<file path="config.mk">
export PLATFORM = sky130hd
export DESIGN_NAME = uart_rx_buffered
export DESIGN_NICKNAME = d
export VERILOG_FILES = /design/src/rtl/uart_pkg.sv /design/src/rtl/uart_sync_fifo.sv /design/src/rtl/uart_rx_buffered.sv
export SDC_FILE = /design/constraint.sdc
export NUM_CORES = 1
export LEC_CHECK = 0
export ABC_AREA = 1
export CORE_MARGIN = 5
export CORE_UTILIZATION = 45
export CTS_BUF_LIST = sky130_fd_sc_hd__clkbuf_8
export DETAILED_ROUTE_END_ITERATION = 8
export GPL_TIMING_DRIVEN = 1
export PLACE_DENSITY = 0.67
export SLEW_MARGIN = 5
export SYNTH_ARGS = -nofsm -noshare
export SYNTH_HDL_FRONTEND = slang
export SYNTH_SLANG_ARGS = --single-unit
</file>
<file path="constraint.sdc">
create_clock -name clk -period 2.2 [get_ports clk]
set_input_delay 0.22 -clock clk [delete_from_list [all_inputs] [get_ports clk]]
set_output_delay 0.22 -clock clk [all_outputs]
set_load 0.005 [all_outputs]
</file>
<file path="src/rtl/uart_pkg.sv">
// Shared definitions for the buffered UART receiver.
//   rx_state_e   : receiver FSM states
//   PAR_EVEN/ODD : encodings of the PAR_TYP input
//   entry_width(): width of one RX FIFO entry, {stop_error, par_error, data}
//   majority3()  : 2-of-3 vote used for every bit decision
package uart_pkg;

  typedef enum logic [2:0] {
    IDLE   = 3'd0,
    START  = 3'd1,
    DATA   = 3'd2,
    PARITY = 3'd3,
    STOP   = 3'd4
  } rx_state_e;

  localparam logic PAR_EVEN = 1'b0;
  localparam logic PAR_ODD  = 1'b1;

  // Two flag bits ride along with each data word in the FIFO.
  localparam int FLAG_W = 2;

  function automatic int entry_width(input int data_w);
    return data_w + FLAG_W;
  endfunction

  function automatic logic majority3(input logic a, input logic b, input logic c);
    return (a & b) | (a & c) | (b & c);
  endfunction

endpackage

</file>
<file path="src/rtl/uart_sync_fifo.sv">
// Show-ahead synchronous FIFO with drop-on-full.
//   clk, rst_n     : clock, async active-low reset (empties the FIFO)
//   push, din      : write request and data
//   pop            : advance head (ignored when empty)
//   dout           : head entry, valid whenever empty is 0
//   full, empty    : occupancy flags
//   count          : entries held
//   drop           : push refused because the FIFO was full and not popped
module uart_sync_fifo
  import uart_pkg::*;
#(
  parameter int WIDTH = 10,
  parameter int DEPTH = 8
) (
  input  logic                       clk,
  input  logic                       rst_n,
  input  logic                       push,
  input  logic [WIDTH-1:0]           din,
  input  logic                       pop,
  output logic [WIDTH-1:0]           dout,
  output logic                       full,
  output logic                       empty,
  output logic [$clog2(DEPTH):0]     count,
  output logic                       drop
);

  localparam int AW = $clog2(DEPTH);

  // Pointers carry one extra MSB so full and empty are distinguishable.
  logic [AW:0]      wr_ptr_q, wr_ptr_d;
  logic [AW:0]      rd_ptr_q, rd_ptr_d;
  logic [WIDTH-1:0] mem_q [DEPTH];
  logic             do_push, do_pop;

  always_comb begin
    empty   = (wr_ptr_q == rd_ptr_q);
    full    = (wr_ptr_q[AW] != rd_ptr_q[AW]) && (wr_ptr_q[AW-1:0] == rd_ptr_q[AW-1:0]);
    do_pop  = pop && !empty;
    // A pop in the same cycle frees the slot, so a push on full is still taken.
    do_push = push && (!full || do_pop);
    drop    = push && !do_push;
    count   = wr_ptr_q - rd_ptr_q;
    dout    = mem_q[rd_ptr_q[AW-1:0]];

    wr_ptr_d = wr_ptr_q;
    rd_ptr_d = rd_ptr_q;
    if (do_push) wr_ptr_d = wr_ptr_q + 1'b1;
    if (do_pop)  rd_ptr_d = rd_ptr_q + 1'b1;
  end

  always_ff @(posedge clk or negedge rst_n) begin
    if (!rst_n) begin
      wr_ptr_q <= '0;
      rd_ptr_q <= '0;
    end else begin
      wr_ptr_q <= wr_ptr_d;
      rd_ptr_q <= rd_ptr_d;
    end
  end

  always_ff @(posedge clk) begin
    if (do_push) mem_q[wr_ptr_q[AW-1:0]] <= din;
  end

endmodule

</file>
<file path="src/rtl/uart_rx_buffered.sv">
// Parametrised UART receiver with 3-sample majority voting, start-glitch
// rejection, optional parity, 1/2 stop bits and an RX FIFO of
// {stop_error, par_error, data} entries.
//   clk, rst                : clock, async active-low reset
//   RX_IN                   : async serial input, idle high
//   PAR_EN, PAR_TYP, STOP2  : frame format, latched at start detect
//   Prescale                : clocks per bit (values below 4 act as 4)
//   rd_en, clr_ovf          : pop head entry, clear sticky overflow
//   P_DATA, par_error,
//   stop_error, data_valid  : head-of-FIFO view, zero when empty
//   overflow                : sticky, a frame was dropped on a full FIFO
//   fifo_count, rx_busy     : occupancy, FSM not IDLE
module uart_rx_buffered
  import uart_pkg::*;
#(
  parameter int DATA_W      = 8,
  parameter int PRESCALE_W  = 6,
  parameter int FIFO_DEPTH  = 8,
  parameter int SYNC_STAGES = 2
) (
  input  logic                            clk,
  input  logic                            rst,
  input  logic                            RX_IN,
  input  logic                            PAR_EN,
  input  logic                            PAR_TYP,
  input  logic                            STOP2,
  input  logic [PRESCALE_W-1:0]           Prescale,
  input  logic                            rd_en,
  input  logic                            clr_ovf,
  output logic [DATA_W-1:0]               P_DATA,
  output logic                            data_valid,
  output logic                            par_error,
  output logic                            stop_error,
  output logic                            overflow,
  output logic [$clog2(FIFO_DEPTH+1)-1:0] fifo_count,
  output logic                            rx_busy
);

  localparam int ENTRY_W = entry_width(DATA_W);

  logic [SYNC_STAGES-1:0] sync_q, sync_d;
  logic                   rx_s, rx_prev_q;
  rx_state_e              state_q, state_d;
  logic [PRESCALE_W-1:0]  cnt_q, cnt_d, p_q, p_d, mid;
  logic [3:0]             bit_cnt_q, bit_cnt_d;
  logic                   s0_q, s0_d, s1_q, s1_d, vote;
  logic [DATA_W-1:0]      shift_q, shift_d;
  logic                   par_en_q, par_en_d, par_typ_q, par_typ_d, stop2_q, stop2_d;
  logic                   par_err_q, par_err_d, stop_err_q, stop_err_d;
  logic                   push_q, push_d, ovf_q, ovf_d;
  logic                   at_m1, at_mid, at_p1, bit_end;
  logic                   fifo_empty, fifo_full, fifo_drop;
  logic [ENTRY_W-1:0]     fifo_dout;

  assign sync_d = {sync_q[SYNC_STAGES-2:0], RX_IN};
  assign rx_s   = sync_q[SYNC_STAGES-1];

  always_comb begin
    state_d    = state_q;
    cnt_d      = cnt_q;
    p_d        = p_q;
    bit_cnt_d  = bit_cnt_q;
    s0_d       = s0_q;
    s1_d       = s1_q;
    shift_d    = shift_q;
    par_en_d   = par_en_q;
    par_typ_d  = par_typ_q;
    stop2_d    = stop2_q;
    par_err_d  = par_err_q;
    stop_err_d = stop_err_q;
    push_d     = 1'b0;

    mid     = p_q >> 1;
    at_m1   = (cnt_q == mid - PRESCALE_W'(1));
    at_mid  = (cnt_q == mid);
    at_p1   = (cnt_q == mid + PRESCALE_W'(1));
    bit_end = (cnt_q == p_q - PRESCALE_W'(1));
    vote    = majority3(s0_q, s1_q, rx_s);

    if (state_q != IDLE) begin
      cnt_d = bit_end ? '0 : cnt_q + PRESCALE_W'(1);
      if (at_m1)  s0_d = rx_s;
      if (at_mid) s1_d = rx_s;
    end

    unique case (state_q)
      IDLE: begin
        // Falling edge only: a held-low line (break) cannot retrigger.
        if (rx_prev_q && !rx_s) begin
          state_d    = START;
          // The detect cycle is position 0 of the start bit.
          cnt_d      = PRESCALE_W'(1);
          p_d        = (Prescale < PRESCALE_W'(4)) ? PRESCALE_W'(4) : Prescale;
          par_en_d   = PAR_EN;
          par_typ_d  = PAR_TYP;
          stop2_d    = STOP2;
          bit_cnt_d  = '0;
          par_err_d  = 1'b0;
          stop_err_d = 1'b0;
        end
      end
      START: begin
        if (bit_end)        state_d = DATA;
        // Glitch check last so it wins when mid+1 is also the bit end.
        if (at_p1 && vote)  state_d = IDLE;
      end
      DATA: begin
        if (at_p1) shift_d = {vote, shift_q[DATA_W-1:1]};
        if (bit_end) begin
          if (bit_cnt_q == 4'(DATA_W - 1)) begin
            bit_cnt_d = '0;
            state_d   = par_en_q ? PARITY : STOP;
          end else begin
            bit_cnt_d = bit_cnt_q + 4'd1;
          end
        end
      end
      PARITY: begin
        if (at_p1)   par_err_d = vote != (^shift_q ^ (par_typ_q == PAR_ODD));
        if (bit_end) state_d = STOP;
      end
      STOP: begin
        if (bit_end) bit_cnt_d = bit_cnt_q + 4'd1;
        if (at_p1) begin
          if (!vote) stop_err_d = 1'b1;
          // Leave early so a new start edge is caught in the rest of the stop bit.
          if (bit_cnt_q == {3'b000, stop2_q}) begin
            state_d = IDLE;
            push_d  = 1'b1;
          end
        end
      end
      default: state_d = IDLE;
    endcase

    // Set wins over clear.
    ovf_d = fifo_drop ? 1'b1 : (clr_ovf ? 1'b0 : ovf_q);
  end

  always_ff @(posedge clk or negedge rst) begin
    if (!rst) begin
      sync_q     <= '1;
      rx_prev_q  <= 1'b1;
      state_q    <= IDLE;
      cnt_q      <= '0;
      p_q        <= '0;
      bit_cnt_q  <= '0;
      s0_q       <= 1'b1;
      s1_q       <= 1'b1;
      shift_q    <= '0;
      par_en_q   <= 1'b0;
      par_typ_q  <= 1'b0;
      stop2_q    <= 1'b0;
      par_err_q  <= 1'b0;
      stop_err_q <= 1'b0;
      push_q     <= 1'b0;
      ovf_q      <= 1'b0;
    end else begin
      sync_q     <= sync_d;
      rx_prev_q  <= rx_s;
      state_q    <= state_d;
      cnt_q      <= cnt_d;
      p_q        <= p_d;
      bit_cnt_q  <= bit_cnt_d;
      s0_q       <= s0_d;
      s1_q       <= s1_d;
      shift_q    <= shift_d;
      par_en_q   <= par_en_d;
      par_typ_q  <= par_typ_d;
      stop2_q    <= stop2_d;
      par_err_q  <= par_err_d;
      stop_err_q <= stop_err_d;
      push_q     <= push_d;
      ovf_q      <= ovf_d;
    end
  end

  // Frame fields stay stable during the push cycle even if a new start is detected then.
  uart_sync_fifo #(
    .WIDTH (ENTRY_W),
    .DEPTH (FIFO_DEPTH)
  ) u_fifo (
    .clk   (clk),
    .rst_n (rst),
    .push  (push_q),
    .din   ({stop_err_q, par_err_q, shift_q}),
    .pop   (rd_en),
    .dout  (fifo_dout),
    .full  (fifo_full),
    .empty (fifo_empty),
    .count (fifo_count),
    .drop  (fifo_drop)
  );

  assign data_valid = !fifo_empty;
  assign P_DATA     = data_valid ? fifo_dout[DATA_W-1:0] : '0;
  assign par_error  = data_valid & fifo_dout[DATA_W];
  assign stop_error = data_valid & fifo_dout[DATA_W+1];
  assign overflow   = ovf_q;
  assign rx_busy    = (state_q != IDLE);

endmodule
</file>
## Yosys cells after proc, flatten, opt, wreduce, memory -nomap -nowiden

Memory sizes are Yosys's and may differ from the RTL's.
Index checks and enable logic that the tools add are counted.

| word-level totals | value |
|---|---|
| bits in registers | 47 |
| latch bits | 0 |
| bits in writable memories | 80 |
| ROM bits | 0 |
| input port bits | 14 |
| output and inout port bits | 17 |
| word-level logic and storage cells | 120 |
| memories kept | 1 |

Memory list:

| name | depth | width | rd ports | clocked after Yosys merged registers in | wr ports | line | text |
|---|---|---|---|---|---|---|---|
| u_fifo.mem_q | 8 | 10 | 1 | 0 | 1 | uart_sync_fifo.sv:32 | `logic [WIDTH-1:0] mem_q [DEPTH];` |

| cells by class | value |
|---|---|
| add/sub/neg operators | 8 |
| multiply operators | 0 |
| divide/modulo/power cells | 0 |
| order comparisons | 1 |
| equality and inequality tests | 24 |
| shifts and indexed selects | 0 |
| muxes and demuxes | 34 |
| bitwise operators | 8 |
| reduce and logical (&&, ||, !) cells | 26 |

Operators with widths:

| cell | count |
|---|---|
| 6-bit 2-to-1 mux | 5 |
| 3-bit 2-to-1 mux | 9 |
| 6-bit == test | 3 |
| 2-bit inequality test (second input constant) | 9 |
| 4-bit 2-to-1 mux | 4 |
| 3-bit case mux with 5 select lines | 1 |
| 4-bit by 1-bit adder with 4-bit output (second input constant) | 3 |
| 4-bit case mux with 3 select lines | 1 |
| 1-bit 2-to-1 mux | 11 |
| 8-bit 2-to-1 mux | 1 |
| 2-bit AND reduction | 4 |
| 4-bit AND reduction | 2 |
| 8-bit parity | 1 |
| 7-bit AND reduction | 1 |
| 5-bit by 1-bit adder with 6-bit output (second input constant) | 1 |
| 6-bit by 1-bit adder with 6-bit output (second input constant) | 1 |
| 3-bit by 2-bit == test with 1-bit output (second input constant) | 2 |
| 6-bit by 5-bit == test with 1-bit output | 1 |
| 1-bit logical AND | 6 |
| 6-bit by 3-bit less-than comparator with 1-bit output (second input constant) | 1 |
| 2-bit nonzero test | 3 |
| 3-bit nonzero test | 2 |
| 5-bit by 1-bit subtractor with 6-bit output (second input constant) | 1 |
| 6-bit by 1-bit subtractor with 6-bit output (second input constant) | 1 |
| 17 further kinds | 27 |

## Longest topological paths before layout

Gate-level depths: netlist (run 1).

| logic depth | value |
|---|---|
| depth after elaboration | 8 |
| depth in mapped cells | 16 |
| gate-level depth less buffers | 16 |

## By module

A second synthesis (run 1) with hierarchy kept.

| unflattened totals | value |
|---|---|
| cell total of the unflattened synthesis | 711 |
| area total of the unflattened synthesis | 6,532.5 um2 |

Modules (own cells, without submodules):

| module | instances | cells an instance | area an instance (um2) |
|---|---|---|---|
| uart_sync_fifo | 1 | 360 | 3,868.7 |
| uart_rx_buffered | 1 | 351 | 2,663.8 |

## Worst setup path after synthesis (run 1)

OpenSTA, ideal clock, no wires.

| timing | value |
|---|---|
| path type | reg2reg |
| from | register u_fifo.rd_ptr_q[1] |
| to | memory u_fifo.mem_q[7][0], enable pin |
| setup time | 0.379 ns |
| arrival | 2.024 ns |
| data required time | 1.821 ns |
| slack | -0.203 ns |
| cell stages (with the launch flop) | 9 |
| path buffers | 1 |
| cell sequence | dfrtp_1 > inv_1 > clkbuf_1 > ha_1 > nand3_1 > o21ai_0 > inv_1 > nand2_1 > nor2_1 |

| between the ends | value |
|---|---|
| longest elaborated chain between the ends | 7 |

RTL lines:

| what | line | text |
|---|---|---|
| start, declared | uart_sync_fifo.sv:31 | `logic [AW:0] rd_ptr_q, rd_ptr_d;` |
| start signal, assigned | uart_sync_fifo.sv:57 | `rd_ptr_q <= rd_ptr_d;` |
| 4-bit == test / 3-bit == test (equally long branches) | uart_sync_fifo.sv:36, uart_sync_fifo.sv:37 |  |
| 1-bit zero test / 1-bit logical AND (equally long branches) | uart_sync_fifo.sv:38, uart_sync_fifo.sv:37 |  |
| 1-bit logical AND / 1-bit zero test (equally long branches) | uart_sync_fifo.sv:38, uart_sync_fifo.sv:40 |  |
| 1-bit logical OR * | uart_sync_fifo.sv:40 | `do_push = push && (!full \|\| do_pop);` |
| 1-bit logical AND * | uart_sync_fifo.sv:40 |  |
| 1-bit 2-to-1 mux * | uart_sync_fifo.sv:62 | `if (do_push) mem_q[wr_ptr_q[AW-1:0]] <= din;` |
| 1-bit 2-to-1 mux (implied by the code) * | uart_sync_fifo.sv:62 |  |
| end, declared | uart_sync_fifo.sv:32 |  |

Mark *: on every way between the ends. The rest lies on a longest branch, timed or not.

## Worst setup path in the final report (run 1)

| timing | value |
|---|---|
| from | register u_fifo.rd_ptr_q[0] |
| to | output P_DATA[1] |

| between the ends | value |
|---|---|
| longest elaborated chain between the ends | 2 |

RTL lines:

| what | line | text |
|---|---|---|
| memory read 8 x 10 bit / 4-bit == test (equally long branches) | -- |  |
| 8-bit 2-to-1 mux * | uart_rx_buffered.sv:196 | `assign P_DATA = data_valid ? fifo_dout[DATA_W-1:0] : '0;` |
| end, declared | uart_rx_buffered.sv:30 | `output logic [DATA_W-1:0] P_DATA,` |

Marked as above.

==> flow_summary.toml, run 1 <==
[floorplan]
floorplan.initialDensity_pct = 45.6
die_w_um = 125
rows = 42
ios = 31
die_h_um = 125
core_area_um2 = 13100
die_area_um2 = 15700

[logic_synthesis]
netlist_instances = 626
ys.flop_type = "edfxtp_1"
syn_area_um2 = 5990
ys_seq_area_share_pct = 59.8
async_flop_share_pct = 37.0
syn_avg_cell_area_um2 = 9.58
synth_edf_count = 80
yosysTopAreaCell = "edfxtp_1"
yosysWarnings = 0
synth_nets = 652
synth.top_cell.area_share_pct = 40.1
ys_types = 31
synth-seq-cells = 127
synthTopCellsByArea = "edfxtp_1 40%, dfrtp_1 18%, nand2_1 8.3%, o21ai_0 6.2%, nor2_1 5.6%"

[finish]
final_cell_mix = "130 x nand2_1, 86 x nor2_1, 80 x edfxtp_1"
final_common_cell = "nand2_1"
n_antenna_cell = 0
layout-drive-gt1-share_pct = 18.8
final_cells = 887
syn_to_final_growth_pct = 22.6
nNetsFinal = 724
nFillCells = 1133

[place]
port_buffers = 30
hpwlAfterDp_mm = 8.93
place.gp.congestion = 0.908
dp.cells = 843

[worst_setup_path]
required_ns = 1.98
worstSetupStartpointType = "flop"
worstPathArrival_ns = 2.06
critPathLaunch = "u_fifo.rd_ptr_q[0]"
end_kind = "output pin"
crit_type = "reg2out"
r2r-start = "u_fifo.rd_ptr_q[0]"
worstPathMaxFanout = 5

[global_route]
grt_max_degree = 25
grt_pass1_wl_mm = 21.9
antenna_found_initial = 0
grt_pass1_vias = 4442
top_usage_layer = "met2"
grt_util_met1_pct = 21.1
grt_overflow_total = 0
met2_usage_pct = 30.7
grt_use_total_pct = 17.6
grtUsageMet3_pct = 4.09

[sta]
worst_pin_slew_ns = 0.623
setup_slack_ns = -0.0766
rsz0062_at_grt = "true"
hold_violations = 0
finClkSkew_ns = 0.0132
slew-limit-headroom_pct = 58.0
finalCriticalPeriod_ns = 2.28
setup_violations = 7
fmax_mhz = 439
fin_crit_sh_pct = 103
final_max_slew_viol_count = 0

[cts]
cts_tree = "done"
h-tree-depth = 4
clk_pin_slew_ns = 0.07
cts.path.max_buffers = 2
clock_latency_ns = 0.45
cts_buffers = 17
cts_sinks = 127
cts_root_buffer = "clkbuf_8"

[min_path]
hp-start = "RX_IN"
hold_class = "in2reg"

[power_and_ir_drop]
p_total_mw = 9.64
p_leak_nw = 3.03
max-vdd-ir-drop_v = 0.000768
power_density_nw_per_um2 = 1310

[route]
vias = 4579
drtAntennaViolNets = 0
wl_mm = 13.6
drc = 0
avgRoutedWirePerCell_um = 15.3
first_pass_iters = 5
viasPerCell = 5.16
drt_first_iter_violations = 270

[run]
maxCapViolCount = 0

[status]
outcome = "complete, but fails checks"
violations = "setup timing"
## timing repair
item,CTS,global route
buffers inserted,1,7
gates cloned,2,1
pin swaps,3,4
endpoints found under the setup margin,14,30
gates resized for setup,35,51
hold buffers,1,0
hold endpoints to repair,22,0
## worst max-delay path, cell delays in order (launching register included)
cell	delay [ns]
dfrtp_1	0.41
buf_6	0.13
ha_4	0.27
nand3_4	0.08
nor2_4	0.12
inv_4	0.06
buf_12	0.12
clkbuf_16	0.14
o21ai_0	0.07
a31oi_1	0.06
buf_2	0.14
## stage by stage
stage	setup TNS, ns	setup slack (ns)	utilization (%)	instance area [um^2]	hold slack [ns]
4_1_cts	-0.888	-0.135	54.8	7190	0.165
3_5_place_dp	0	0.0866	51.1	6710	0.245
2_1_floorplan	-11.50	-0.163	-	6000	-0.0756
5_1_grt	-1.20	-0.168	55.9	7350	0.175
3_3_place_gp	0	0.110	51.1	6710	0.241
6_report	-0.409	-0.0766	55.9	7350	0.191
## kinds of logic (layout without fill, tap and decap cells)
logic type / after synthesis / count (layout) / share of synthesized area, %
flip-flops: 127 / 127 / 59.8
XOR/XNOR: 23 / 23 / 3.36
buffers and inverters: 73 / 158 / 4.72
adder cells (fa/ha/maj): 12 / 12 / 2.63
AO/OA/AOI/OAI: 111 / 111 / 9.89
AND/OR/NAND/NOR: 280 / 280 / 19.6
## state kept, by name (all words and copies together), names as in the netlist
name / cells
push_q: 1
p_q: 6
u_fifo.rd_ptr_q: 4
sync_q: 2
s0_q: 1
par_typ_q: 1
overflow: 1
bit_cnt_q: 4
cnt_q: 6
u_fifo.wr_ptr_q: 4
state_q: 3
s1_q: 1
stop_err_q: 1
u_fifo.mem_q: 80
stop2_q: 1
shift_q: 8
par_en_q: 1
par_err_q: 1
rx_prev_q: 1
## synth_stat cells (9+ instances only)
cell type	count
nand2_1	132
nor2_1	89
edfxtp_1	80
o21ai_0	74
inv_1	48
dfrtp_1	42
nand3_1	23
clkbuf_1	15
xnor2_1	13
ha_1	11
a31oi_1	10
o22ai_1	10
xor2_1	10
nand2_2	9
## final cells by class
| class | instances | area (um^2) | share of cell area (%) |
|---|---|---|---|
| Tap cell | 176 | 220 | 3.00 |
| Clock buffer | 18 | 248 | 3.37 |
| Multi-Input combinational cell | 426 | 2220 | 30.2 |
| Timing Repair Buffer | 72 | 721 | 9.81 |
| Inverter | 54 | 210 | 2.86 |
| Sequential cell | 127 | 3590 | 48.8 |
| Clock inverter | 14 | 144 | 1.96 |
## layer usage
metal	share of wire [%]	vias up
met1	42	2193
met4	1.9	0
met2	51	111
met3	4.4	21
met5	0	-
li1	-	2254
## final timing paths
kind,cells past startpoint,slack [ns],end
max,10,-0.08,P_DATA[1]
min,1,0.19,sync_q[0]
max reg2reg,10,0.09,u_fifo.mem_q[0][9]
min reg2reg,0,0.35,sync_q[1]
max in group asynchronous,3,1.23,sync_q[0]
min in group asynchronous,2,0.29,shift_q[3]
## where the power goes
part           switching [mW]  total, mW  internal (mW)
Combinational            2.52       4.46           1.94
Sequential              0.360       3.23           2.87
Clock                   0.923       1.95           1.03
(Power assumes the default switching activity.)
==> run 2: changes to the inputs <==
--- a/config.mk
+++ b/config.mk
@@ -14,2 +14,3 @@
 export PLACE_DENSITY = 0.67
+export REMOVE_ABC_BUFFERS = 1
 export SLEW_MARGIN = 5
@@ -17,2 +18,3 @@
 export SYNTH_HDL_FRONTEND = slang
+export SYNTH_HIERARCHICAL = 1
 export SYNTH_SLANG_ARGS = --single-unit
--- a/constraint.sdc
+++ b/constraint.sdc
@@ -3,2 +3,2 @@
 set_output_delay 0.22 -clock clk [all_outputs]
-set_load 0.005 [all_outputs]
+set_load 0.01 [all_outputs]
==> flow_summary.toml, run 2 <==
[status]
outcome = "finished, final reports clean"

[floorplan]
die_h_um = 130
die_w_um = 130
rows = 44
ios = 31
floorplan.initialDensity_pct = 45.4
die_area_um2 = 17000
core_area_um2 = 14400

[power_and_ir_drop]
p_clk_share_pct = 18.7
pwr-share-seq_pct = 31.5
p_int_mw = 5.95
p_total_mw = 10.3
power_switching_share_pct = 42.4
netSwitchingPower_mw = 4.37
power_density_nw_per_um2 = 1340
p_leak_nw = 3.42
p_comb_share_pct = 49.8
max-vdd-ir-drop_v = 0.000690

[global_route]
grt_max_degree = 34
grt_pass1_wl_mm = 22.6
antenna_found_initial = 0
grt_pass1_vias = 4591
grt_use_total_pct = 17.2
grt_overflow_total = 0

[route]
avgRoutedWirePerCell_um = 14.3
vias = 4827
route.layer.met1.wl_mm = 6.20
route.met3.wl_um = 539
drc = 0
wl_mm = 13.9
top_layer = "met4"
viasPerCell = 4.95
first_pass_iters = 7
met2_length_mm = 6.95
drtAntennaViolNets = 0
drt_first_iter_violations = 305

[finish]
final_cells = 975
final_cell_mix = "228 x nand2_1, 80 x edfxtp_1, 65 x nor2_1"
syn_to_final_growth_pct = 17.9
largest_register_ffs = 80
final_common_cell = "nand2_1"
nNetsFinal = 804
layout-drive-gt1-share_pct = 19.7
final_util_pct = 53.6
n_antenna_cell = 0

[sta]
finalCriticalPeriod_ns = 2.14
final_max_slew_viol_count = 0
hold_violations = 0
slew-limit-headroom_pct = 49.4
rsz0062_at_grt = "true"
setup_violations = 0
finClkSkew_ns = 0.00760
fin_crit_sh_pct = 97.3
worst_pin_slew_ns = 0.758
fmax_mhz = 467

[worst_setup_path]
worstPathMaxFanout = 5
worstPathArrival_ns = 1.92
worstSetupStartpointType = "flop"
end_kind = "output pin"
required_ns = 1.98
crit_type = "reg2out"

[cts]
clock_latency_ns = 0.43
cts_buffers = 17
cts_sinks = 127
cts.path.max_buffers = 2
cts_tree = "done"
h-tree-depth = 4
clk_pin_slew_ns = 0.07
cts_root_buffer = "clkbuf_8"

[min_path]
hold_class = "in2reg"

[place]
place.gp.congestion = 0.885
hpwlAfterDp_mm = 9.43
dp.cells = 929
port_buffers = 30

[logic_synthesis]
syn_avg_cell_area_um2 = 9.19
yosysWarnings = 6
netlist_instances = 710
syn_area_um2 = 6530

[run]
maxCapViolCount = 0
run 2: final timing paths:
| check | end | startpoint | slack [ns] | cells after the start |
|---|---|---|---|---|
| max | par_error | u_fifo/wr_ptr_q[0] | 0.06 | 9 |
| min | sync_q[0] | RX_IN | 0.19 | 1 |
| max reg2reg | shift_q[6] | p_q[1] | 0.21 | 10 |
| min reg2reg | sync_q[1] | sync_q[0] | 0.36 | 0 |
| max in group asynchronous | u_fifo/wr_ptr_q[1] | rst | 1.07 | 3 |
| min in group asynchronous | stop2_q | rst | 0.39 | 2 |
run 2: layer usage:
layer / track usage [%] / vias up
li1: - / 2433
met1: 22.1 / 2273
met2: 29.1 / 99
met3: 3.78 / 22
met4: 5.63 / 0
met5: 0 / -
run 2: layout make-up:
cell class	instances	area (um^2)
inverter	73	292
tap	184	230
timing repair inverter	1	7.51
multi-input combinational	489	2580
timing repair buffer	69	619
clock buffer	17	234
fill	1279	6670
sequential	127	3590
clock inverter	15	146
run 2: power by group through the flow:
stage / registers [mW] / clock network, mW / logic, mW
after floorplan: 3.33 / 0 / 3.15
after global placement: 3.29 / 0 / 4.79
after detailed placement: 3.30 / 0 / 4.88
after CTS: 3.25 / 1.98 / 4.95
after global routing: 3.29 / 2.09 / 5.80
final: 3.25 / 1.93 / 5.14
run 2: repair_timing:
action	in CTS	in global routing
setup endpoints to repair	15	14
hold buffers	1	0
pin swaps	1	4
cloned	1	1
endpoints found under the hold margin	27	0
resized for setup	49	28
buffers inserted	5	7
run 2: stage by stage:
stage               instance area, um^2  TNS, ns  setup WS [ns]  hold WS, ns
floorplan                          6390   -28.41         -0.392      -0.0756
global placement                   7140        0          0.114        0.323
detailed placement                 7140        0         0.0606        0.331
CTS                                7590        0        0.00305        0.156
global route                       7700   -0.242        -0.0538        0.144
finish                             7700        0         0.0601        0.188
run 2: worst max-delay path, stage by stage, from the launching register on:
cell	delay (ns)
dfrtp_1	0.40
inv_2	0.09
ha_2	0.28
inv_2	0.08
nor2_4	0.04
nand2_4	0.11
clkinvlp_4	0.14
buf_4	0.15
nor2_1	0.08
buf_2	0.13
